===== src/rtl/text_line_renderer_16x1_pkg.sv =====
// Shared definitions for the 16x1 text-line renderer: ASCII codes, glyph geometry,
// font address layout and the pipeline's video-timing bundle.
package text_line_renderer_16x1_pkg;

   localparam logic [6:0] CH_BLANK = 7'h20;
   localparam logic [6:0] CH_COLON = 7'h3a;

   localparam int GLYPH_W    = 8;
   localparam int GLYPH_H    = 16;
   localparam int LINE_CHARS = 16;

   localparam int CODE_W  = 7;
   localparam int ROW_W   = 4;
   localparam int COL_W   = 3;
   localparam int CHAR_W  = 4;
   localparam int FONT_AW = CODE_W + ROW_W;

   typedef struct packed {
      logic video_on;
      logic hsync;
      logic vsync;
   } vid_t;

   // Syncs are active-low, so an idle pipeline carries them high.
   localparam vid_t VID_RST = '{video_on: 1'b0, hsync: 1'b1, vsync: 1'b1};

   typedef struct packed {
      logic              in_win;
      logic [CHAR_W-1:0] chr;
      logic [COL_W-1:0]  col;
      logic [ROW_W-1:0]  row;
      vid_t              vid;
   } s1_t;

   // Font rows store the leftmost pixel in the MSB.
   function automatic logic glyph_bit(input logic [GLYPH_W-1:0] row_bits,
                                      input logic [COL_W-1:0]   col);
      return row_bits[~col];
   endfunction

endpackage


===== src/rtl/text_line_renderer_16x1_blink_ctrl.sv =====
// Blink phase generator: counts vsync falling edges and toggles the visible phase
// every BLINK_FRAMES frames.
module text_line_renderer_16x1_blink_ctrl #(
   parameter int BLINK_FRAMES = 32
) (
   input  logic clk,
   input  logic rst_n,
   input  logic vsync,
   output logic blink_phase
);

   localparam logic [7:0] FRAME_TC = 8'(BLINK_FRAMES - 1);

   logic       vsync_q;
   logic [7:0] frame_cnt;
   logic       vsync_fall;

   assign vsync_fall = vsync_q & ~vsync;

   always_ff @(posedge clk or negedge rst_n) begin
      if (!rst_n) begin
         vsync_q     <= 1'b1;
         frame_cnt   <= 8'd0;
         blink_phase <= 1'b1;
      end else begin
         vsync_q <= vsync;
         if (vsync_fall) begin
            if (frame_cnt == FRAME_TC) begin
               frame_cnt   <= 8'd0;
               blink_phase <= ~blink_phase;
            end else begin
               frame_cnt <= frame_cnt + 8'd1;
            end
         end
      end
   end

endmodule


===== src/rtl/text_line_renderer_16x1.sv =====
// Three-stage text pixel pipeline: pixel coordinate -> char ROM address -> font ROM
// address -> glyph bit, with video timing delayed to stay aligned.
module text_line_renderer_16x1
   import text_line_renderer_16x1_pkg::*;
#(
   parameter logic [9:0] ORIGIN_X     = 10'd0,
   parameter logic [9:0] ORIGIN_Y     = 10'd0,
   parameter int         SCALE_LOG2   = 0,
   parameter bit         BLINK_EN     = 1'b0,
   parameter int         BLINK_FRAMES = 32
) (
   input  logic               clk,
   input  logic               rst_n,
   input  logic               video_on,
   input  logic               hsync,
   input  logic               vsync,
   input  logic [9:0]         pixel_x,
   input  logic [9:0]         pixel_y,
   output logic [7:0]         char_xy,
   input  logic [CODE_W-1:0]  char_code,
   output logic [FONT_AW-1:0] font_addr,
   input  logic [GLYPH_W-1:0] font_row,
   output logic               text_on,
   output logic               text_pixel,
   output logic               video_on_d,
   output logic               hsync_d,
   output logic               vsync_d
);

   localparam logic [10:0] WIN_W = 11'(LINE_CHARS * GLYPH_W) << SCALE_LOG2;
   localparam logic [10:0] WIN_H = 11'(GLYPH_H) << SCALE_LOG2;

   logic [10:0] dx;
   logic [10:0] dy;
   logic        in_win;
   logic [6:0]  sx;
   logic [3:0]  sy;

   // Extra borrow bit: a pixel left of / above the origin lands at >=1024 and fails
   // the window compare, so the screen edge never wraps into the window.
   assign dx     = {1'b0, pixel_x} - {1'b0, ORIGIN_X};
   assign dy     = {1'b0, pixel_y} - {1'b0, ORIGIN_Y};
   assign in_win = (dx < WIN_W) && (dy < WIN_H);
   assign sx     = 7'(dx[9:0] >> SCALE_LOG2);
   assign sy     = 4'(dy[9:0] >> SCALE_LOG2);

   s1_t               s1;
   logic [FONT_AW-1:0] s2_font_addr;
   logic [COL_W-1:0]   s2_col;
   logic               s2_in_win;
   vid_t               s2_vid;
   logic [COL_W-1:0]   s3_col;
   logic               s3_in_win;
   vid_t               s3_vid;
   logic               blink_phase;

   always_ff @(posedge clk or negedge rst_n) begin
      if (!rst_n) begin
         s1 <= '{in_win: 1'b0, chr: '0, col: '0, row: '0, vid: VID_RST};
      end else begin
         s1.in_win <= in_win;
         s1.chr    <= sx[6:3];
         s1.col    <= sx[2:0];
         s1.row    <= sy;
         s1.vid    <= '{video_on: video_on, hsync: hsync, vsync: vsync};
      end
   end

   assign char_xy = s1.in_win ? {4'h0, s1.chr} : 8'h00;

   always_ff @(posedge clk or negedge rst_n) begin
      if (!rst_n) begin
         s2_font_addr <= '0;
         s2_col       <= '0;
         s2_in_win    <= 1'b0;
         s2_vid       <= VID_RST;
      end else begin
         s2_font_addr <= s1.in_win ? {char_code, s1.row} : {CH_BLANK, 4'h0};
         s2_col       <= s1.col;
         s2_in_win    <= s1.in_win;
         s2_vid       <= s1.vid;
      end
   end

   assign font_addr = s2_font_addr;

   // font_row arrives from the external ROM in this stage, so the pixel itself is
   // formed combinationally from the stage-3 registers.
   always_ff @(posedge clk or negedge rst_n) begin
      if (!rst_n) begin
         s3_col    <= '0;
         s3_in_win <= 1'b0;
         s3_vid    <= VID_RST;
      end else begin
         s3_col    <= s2_col;
         s3_in_win <= s2_in_win;
         s3_vid    <= s2_vid;
      end
   end

   generate
      if (BLINK_EN) begin : g_blink
         text_line_renderer_16x1_blink_ctrl #(
            .BLINK_FRAMES (BLINK_FRAMES)
         ) u_blink (
            .clk         (clk),
            .rst_n       (rst_n),
            .vsync       (vsync),
            .blink_phase (blink_phase)
         );
      end else begin : g_no_blink
         assign blink_phase = 1'b1;
      end
   endgenerate

   assign text_on    = s3_in_win & s3_vid.video_on;
   assign text_pixel = text_on & glyph_bit(font_row, s3_col) & blink_phase;
   assign video_on_d = s3_vid.video_on;
   assign hsync_d    = s3_vid.hsync;
   assign vsync_d    = s3_vid.vsync;

endmodule


===== config.mk =====
export PLATFORM = sky130hd
export DESIGN_NAME = text_line_renderer_16x1
export DESIGN_NICKNAME = d
export VERILOG_FILES = /design/src/rtl/text_line_renderer_16x1_pkg.sv /design/src/rtl/text_line_renderer_16x1_blink_ctrl.sv /design/src/rtl/text_line_renderer_16x1.sv
export SDC_FILE = /design/constraint.sdc
export NUM_CORES = 1
export LEC_CHECK = 0
export ABC_AREA = 1
export CORE_MARGIN = 2
export CORE_UTILIZATION = 35
export CTS_BUF_LIST = sky130_fd_sc_hd__clkbuf_8 sky130_fd_sc_hd__clkbuf_16
export CTS_CLUSTER_SIZE = 24
export DETAILED_ROUTE_END_ITERATION = 10
export PLACE_DENSITY = 0.73
export SLEW_MARGIN = 20
export SYNTH_ARGS = -nofsm -noshare
export SYNTH_HDL_FRONTEND = slang
export SYNTH_SLANG_ARGS = --single-unit

===== constraint.sdc =====
create_clock -name clk -period 0.8 [get_ports clk]
set_input_delay 0.12 -clock clk [delete_from_list [all_inputs] [get_ports clk]]
set_output_delay 0.12 -clock clk [all_outputs]
set_load 0.005 [all_outputs]

# ---- Word-level counts from Yosys, hierarchy flattened
# Cells that the tools add are included.
dict set report totals {
  reg_bits 40
  output_inout_bits 24
  word_cells 29
}
dict set report op_classes {
  n_lt_le_gt_ge 3
  mux 4
  bitwise 3
  n_reduce_logical 1
}
# operator count
set op_table {}
lappend op_table {{$mux 11} 1}
lappend op_table {{$lt 10x5->1 const B} 1}
lappend op_table {{$lt 10x8->1 const B} 1}
lappend op_table {{$lt 3x4->1 const B} 1}
lappend op_table {{$mux 4} 1}
lappend op_table {{$bmux 1 s3} 1}
lappend op_table {{$not 3->3} 1}
lappend op_table {{$and 1x1->1} 2}
lappend op_table {{$logic_and 1x1->1} 1}
lappend op_table {{$mux 1} 1}

# ---- Longest topological paths before layout
# Gate-level depths: netlist of run 1.
dict set report depth {
  ltp_word 4
  ltp_mapped 6
  ltp_nobuf 6
}

# ---- Worst setup path before layout of run 1
# OpenSTA, ideal clock, no wires.
dict set report synth_timing {
  path_kind {reg2out}
  start {reg s3_col[0]}
  end {out text_pixel}
  arrival_ns 0.758
  t_required_ns 0.680
  setup_slack_ns -0.078
  path_stages_with_launch 7
  path_buffers 0
  cell_sequence {dfrtp_1 -> inv_2 -> nand2_1 -> nand3_1 -> nand3_1 -> nand2_1 -> nor2_1}
}
dict set report synth_between {
  elab_chain_len 4
}
# element line
set synth_rtl {}
lappend synth_rtl {{start: declaration} text_line_renderer_16x1.sv:52} ;# logic [COL_W-1:0] s3_col;
lappend synth_rtl {{start signal: assignment} text_line_renderer_16x1.sv:95} ;# s3_col <= s2_col;
lappend synth_rtl {{$not 3->3} text_line_renderer_16x1_pkg.sv:38} ;# return row_bits[~col];
lappend synth_rtl {{$bmux 1 s3} text_line_renderer_16x1_pkg.sv:38}
lappend synth_rtl {{$mux 1 (implied by the code)} text_line_renderer_16x1_pkg.sv:38}
lappend synth_rtl {{$and 1x1->1} text_line_renderer_16x1.sv:117} ;# assign text_pixel = text_on & glyph_bit(font_row, s3_col) & blink_phase;
lappend synth_rtl {{end: declaration} text_line_renderer_16x1.sv:24} ;# output logic text_pixel,
# No other way between the ends. The select of a mux whose other input is x is not followed.

# ---- Final worst setup path of run 1
# Ends and elaborated chain as after synthesis.

==> results of run 1 <==
[path summary, 6_finish.rpt]
path / slack (ns) / from / end
hold / removal: 0.24 / vsync / s1[0]
max in group asynchronous: 0.20 / rst_n / s2_vid[0]
min in group asynchronous: 0.34 / rst_n / s1[6]
hold reg to reg: 0.35 / s1[8] / s2_col[1]
setup reg to reg: -0.18 / s1[14] / font_addr[4]
setup / recovery: -0.58 / s3_col[0] / text_pixel
[layout by cell type, fill, tap and decap left out]
cell type        count
buf_8                1
clkdlybuf4s50_1     38
nand2_4              3
nand2_2             11
nand3_1              1
dfrtp_1             33
nor3_1               2
conb_1               4
dfstp_2              6
nand2_1             12
buf_6                8
inv_2                8
clkbuf_8             5
nand3_2              5
buf_2               17
nor2_1               4
dfrtp_2              1
clkinv_2             1
buf_12               1
inv_1               19
dlygate4sd3_1        1
clkinvlp_4           1
[through the flow]
stage / cells / utilization [%] / hold slack, ns / total power (W)
final: 230 / 58.12 / 0.2396 / 0.003674
after global routing: 230 / 58.12 / 0.2326 / 0.003846
after CTS: 230 / 55.66 / 0.2309 / 0.003697
after detailed placement: 218 / 54.20 / 0.1037 / 0.002469
after global placement: 218 / 54.20 / 0.09472 / 0.002451
after floorplan: 113 / - / -0.1756 / 0.002213
[critical path, delay by kind of cell (launching register included)]
family / cells / cell delay, ns
flops: 1 / 0.43
buf+inv: 2 / 0.24
simple gates: 5 / 0.31
[flip-flops by register name, summed over array words and instances (netlist names)]
name        flops
hsync_d         1
font_addr      11
s3_col          3
video_on_d      1
s2_col          3
s2_vid          3
vsync_d         1
s3_in_win       1
s1             15
s2_in_win       1
[area by class of cell]
| type | instances | area share, % |
|---|---|---|
| clock buffers | 5 | 3.284 |
| flip-flops and latches | 40 | 48.18 |
| clock inverters | 3 | 0.7761 |
| multi-input cells | 42 | 11.58 |
| well taps | 48 | 2.866 |
| repair buffers | 66 | 28.66 |
| inverters | 26 | 4.657 |
[power breakdown]
group / switching (W) / internal [W]
combinational: 0.000112 / 0.000209
clock: 0.000628 / 0.000595
sequential: 0.0000295 / 0.00210
total: 0.000769 / 0.00290
[repair_timing]
| item | in CTS | in global routing |
|---|---|---|
| gates resized for setup | 92 | 29 |
| endpoints found under the setup margin | 30 | 32 |
| endpoints found under the hold margin | 34 | 0 |
| hold buffers | 1 | 0 |
| pin swaps | 8 | 10 |
| buffers inserted | 4 | 1 |
[per-layer routing]
layer,routed length [µm],track usage (%),up-vias
met5,0,0,-
met4,19,3.989,0
met3,285,6.424,2
met2,1305,23.71,49
met1,880,11.58,429
li1,-,-,445
[logic make-up (layout without fill, tap and decap cells)]
group | after synthesis | count (layout) | share of synthesized area, %
and+or+nand+nor | 38 | 38 | 11.76
DFF | 40 | 40 | 77.72
other | 1 | 4 | 0.2890
buffers and inverters | 31 | 100 | 10.22
==> results.toml, run 1 <==
[synthesis]
synthCells = 110
synth-edff-count = 0
syn_avg_cell_area_um2 = 11.80
synth_ff_type = "dfrtp_1"
synth_seq_cells = 40
synth_warnings = 0
synth_top_cells_by_area = "dfrtp_1, dfstp_2, nand2_1"
yosysMostFrequentCell = "dfrtp_1"
yosys.area.top_type = "dfrtp_1"
synthDistinctLibCells = 11
async_reset_ff_share_pct = 100.0
synth_common_cells = "dfrtp_1, nand2_1, inv_1"
syn_area_mm2 = 0.001297
synth_top_area_share_pct = 65.57
yosysSeqAreaShare_pct = 77.72

[placement]
gp_congestion = 0.7054
pre_cts_ws_ns = -0.7720
dp_hpwl_um = 1825
portBuffers = 59
place_area_mm2 = 0.001954

[sta]
finalSetupViolations = 32
hold_violations = 0
final_max_slew_viol_count = 0
rsz0062_at_grt = "true"
period_minus_slack_ns = 1.377
fmax_mhz = 726.0
setup_tns_ns = -5.367
worst_slack_ns = -0.5774
fin_crit_sh_pct = 172.2
final.setup_skew_ns = 0.007381

[floorplan]
die_area_mm2 = 0.004210
die_h_um = 64.89
fp.dieW_um = 64.89
start_util_pct = 35.98
fp.coreArea_mm2 = 0.003606
fp-row-count = 22
pin_count = 64

[run]
drv_cap = 0

[layout]
multi_input_area_um2 = 242.7
drive_gt1_share_pct = 37.36
seqCellArea_mm2 = 0.001010
layout.nets = 221
diodes = 0
nFillCells = 321
area_delta_synth_final_pct = 61.52
design_area_mm2 = 0.002096

[setup_path]
worst_setup_path_end_kind = "output pin"
slowest_stage = "dfrtp_1"
path_class = "flip-flop to output pin"
cp_data_required_time_ns = 0.68
path_max_fanout = 5
cpPeakStageDelay_ns = 0.43
critPathMostFrequentCell = "nor2_1"
worstRegToRegCells = 5
startpoint_type = "flip-flop"
crit_arrival_ns = 1.26
cp_cell_sequence = "inv_2, nand2_2, nand3_2, nand2_1, nor2_1, nor2_1, buf_2"

[routing]
drt_iter0_drc = 9
vias_per_cell = 4.022
wire_per_inst_um = 10.83
firstDrtPassIters = 2
route.detailed.drc = 0
ant_nets = 0
drt-total-wl_um = 2491
num_vias = 925

[min_path]
hold_depth = 1
hp-class = "input pin to flip-flop"

[global_routing]
antenna_found_initial = 0
grt_max_degree = 41
overflow = 0
grt_pass1_wl_um = 3953
grt_usage_pct = 12.61
first_global_vias = 993

[clocking]
clk_latency_ns = 0.28
clock-sinks = 40
clk_pin_slew_ns = 0.08
cts_max_path_buffers = 2
cts_root_buf = "clkbuf_8"
cts_buffers = 5
htreeDepth = 2
tritoncts = "done"

[power]
ir_worst_vdd_mv = 1.026
power.density_mw_per_mm2 = 1753
leakage_nw = 1.136

[run_status]
violations = "negative setup slack"
run_status = "complete, but fails checks"
Note: power is estimated with default switching activity, not from simulation.
==> run 2, diff against run 1 <==
--- a/config.mk
+++ b/config.mk
@@ -7,11 +7,11 @@
 export LEC_CHECK = 0
 export ABC_AREA = 1
 export CORE_MARGIN = 2
-export CORE_UTILIZATION = 35
-export CTS_BUF_LIST = sky130_fd_sc_hd__clkbuf_8 sky130_fd_sc_hd__clkbuf_16
+export CORE_UTILIZATION = 37
+export CTS_BUF_LIST = sky130_fd_sc_hd__clkbuf_4
 export CTS_CLUSTER_SIZE = 24
 export DETAILED_ROUTE_END_ITERATION = 10
-export PLACE_DENSITY = 0.73
+export PLACE_DENSITY = 0.76
 export SLEW_MARGIN = 20
 export SYNTH_ARGS = -nofsm -noshare
 export SYNTH_HDL_FRONTEND = slang
==> run 2 against run 1 <==
The run still ends with negative setup slack left. Critical path type unchanged. Cell area is 0.54% higher. Total power is 2.0% higher. Utilization is 4.5 points higher. First-iteration DRC count is 11% lower.
==> results.toml, run 2 (synthesized netlist as in run 1, its figures left out) <==
[clocking]
tritoncts = "done"
clock-sinks = 40
clk_latency_ns = 0.34
cts_max_path_buffers = 2
cts_root_buf = "clkbuf_4"
clk_pin_slew_ns = 0.11
cts_buffers = 5
htreeDepth = 2

[run]
drv_cap = 0

[sta]
period_minus_slack_ns = 1.483
final_max_slew_viol_count = 0
fmax_mhz = 674.2
fin_crit_sh_pct = 185.4
rsz0062_at_grt = "true"
final.setup_skew_ns = 0.006991
hold_violations = 0
finalSetupViolations = 32
worst_slack_ns = -0.6833

[power]
power_w = 0.003748
leakage_nw = 1.152
ir_worst_vdd_mv = 1.207
power.density_mw_per_mm2 = 1779

[layout]
regMostFlops = "s1"
finalNonFillerCells = 233
nFillCells = 283
diodes = 0
final_common_cell = "clkdlybuf4s50_1"
largest_reg_flops = 15
design_area_mm2 = 0.002107
postLayoutCoreUtil_pct = 62.65
drive_gt1_share_pct = 39.57
layout.nets = 226
area_delta_synth_final_pct = 62.39
mostFrequentLayoutCells = "clkdlybuf4s50_1, dfrtp_1, buf_2, inv_1, inv_2"

[run_status]
run_status = "complete, but fails checks"
violations = "negative setup slack"

[placement]
dp_hpwl_um = 1884
place_area_mm2 = 0.001952
pre_cts_ws_ns = -0.8348
portBuffers = 59
dp_cells = 216
gp_congestion = 0.6797

[min_path]
hold_depth = 1
hp-class = "input pin to flip-flop"

[setup_path]
worstRegToRegCells = 6
path_max_fanout = 5
worst_setup_path_end_kind = "output pin"
path_class = "flip-flop to output pin"
crit_arrival_ns = 1.36
cpPeakStageDelay_ns = 0.44
cp_cell_sequence = "inv_2, nand2_1, nand3_1, nand2_1, nor2_1, nor2_1, buf_2"
cp_data_required_time_ns = 0.68
startpoint_type = "flip-flop"
slowest_stage = "dfrtp_1"
r2r_slack_ns = -0.30

[global_routing]
grt_max_degree = 41
overflow = 0
grt_usage_pct = 14.44
antenna_found_initial = 0
first_global_vias = 1027
grt_pass1_wl_um = 4319

[floorplan]
fp.dieW_um = 63.22
die_h_um = 63.22
start_util_pct = 38.58
fp-row-count = 21
pin_count = 64
fp.coreArea_mm2 = 0.003363
die_area_mm2 = 0.003996

[routing]
ant_nets = 0
drt-total-wl_um = 2669
route.detailed.drc = 0
wire_per_inst_um = 11.45
num_vias = 963
vias_per_cell = 4.133
firstDrtPassIters = 4
drt_iter0_drc = 8
-- run 2: cell types whose count changed in the layout (fill, tap and decap cells not counted), sizes merged --
cell      before  now
buf           27   30
clkbuf         5    8
bufinv         0    1
clkinvlp       1    0
inv           27   26
-- run 2: cell type report --
cell class / instances / area (µm²) / area share (%)
timing repair buffer: 71 / 636.9 / 30.23
multi-input combinational: 42 / 225.2 / 10.69
tap: 46 / 57.56 / 2.732
clock buffer: 6 / 45.04 / 2.138
sequential: 40 / 1010 / 47.92
clock inverter: 2 / 35.03 / 1.663
inverter: 26 / 97.59 / 4.632
-- run 2: final timing paths --
path,start,to
max,s3_col[0],text_pixel
min,hsync,s1[1]
min reg2reg,s2_col[0],s3_col[0]
max in group asynchronous,rst_n,vsync_d
max reg2reg,s1[14],font_addr[4]
min in group asynchronous,rst_n,font_addr[10]
-- run 2: critical path: cells and delay by family (launching register included) --
| kind | cells | cell delay, ns |
|---|---|---|
| buffers and inverters | 2 | 0.22 |
| flip-flops | 1 | 0.44 |
| AND/OR/NAND/NOR | 5 | 0.37 |
-- run 2: per-layer routing --
layer / up-vias / global-route usage, % / share of wire, %
met1: 447 / 12.89 / 32
met2: 52 / 26.86 / 55
met3: 8 / 6.071 / 11
li1: 456 / - / -
met4: 0 / 8.152 / 1.8
met5: - / 0 / 0
-- run 2: power by group --
part	internal [W]	switching, W	total, W
Combinational	0.000203	0.000103	0.000306
Clock	0.000689	0.000621	0.00131
Sequential	0.00210	0.0000323	0.00213
Total	0.00299	0.000756	0.00375
-- run 2: per-stage QoR --
step / hold WS, ns / setup TNS, ns
after floorplan: -0.1756 / -0.07841
after global placement: 0.09513 / -4.851
after detailed placement: 0.1078 / -5.374
after CTS: 0.1503 / -7.822
after global routing: 0.1382 / -9.518
final: 0.1667 / -7.988
-- run 2: what timing repair did --
item                       CTS  global route
hold buffers                 1             0
pin swaps                    6             4
cloned                       0             0
setup endpoints to repair   30            32
resized for setup           89            35
hold endpoints to repair    40             0
setup buffers                6             6
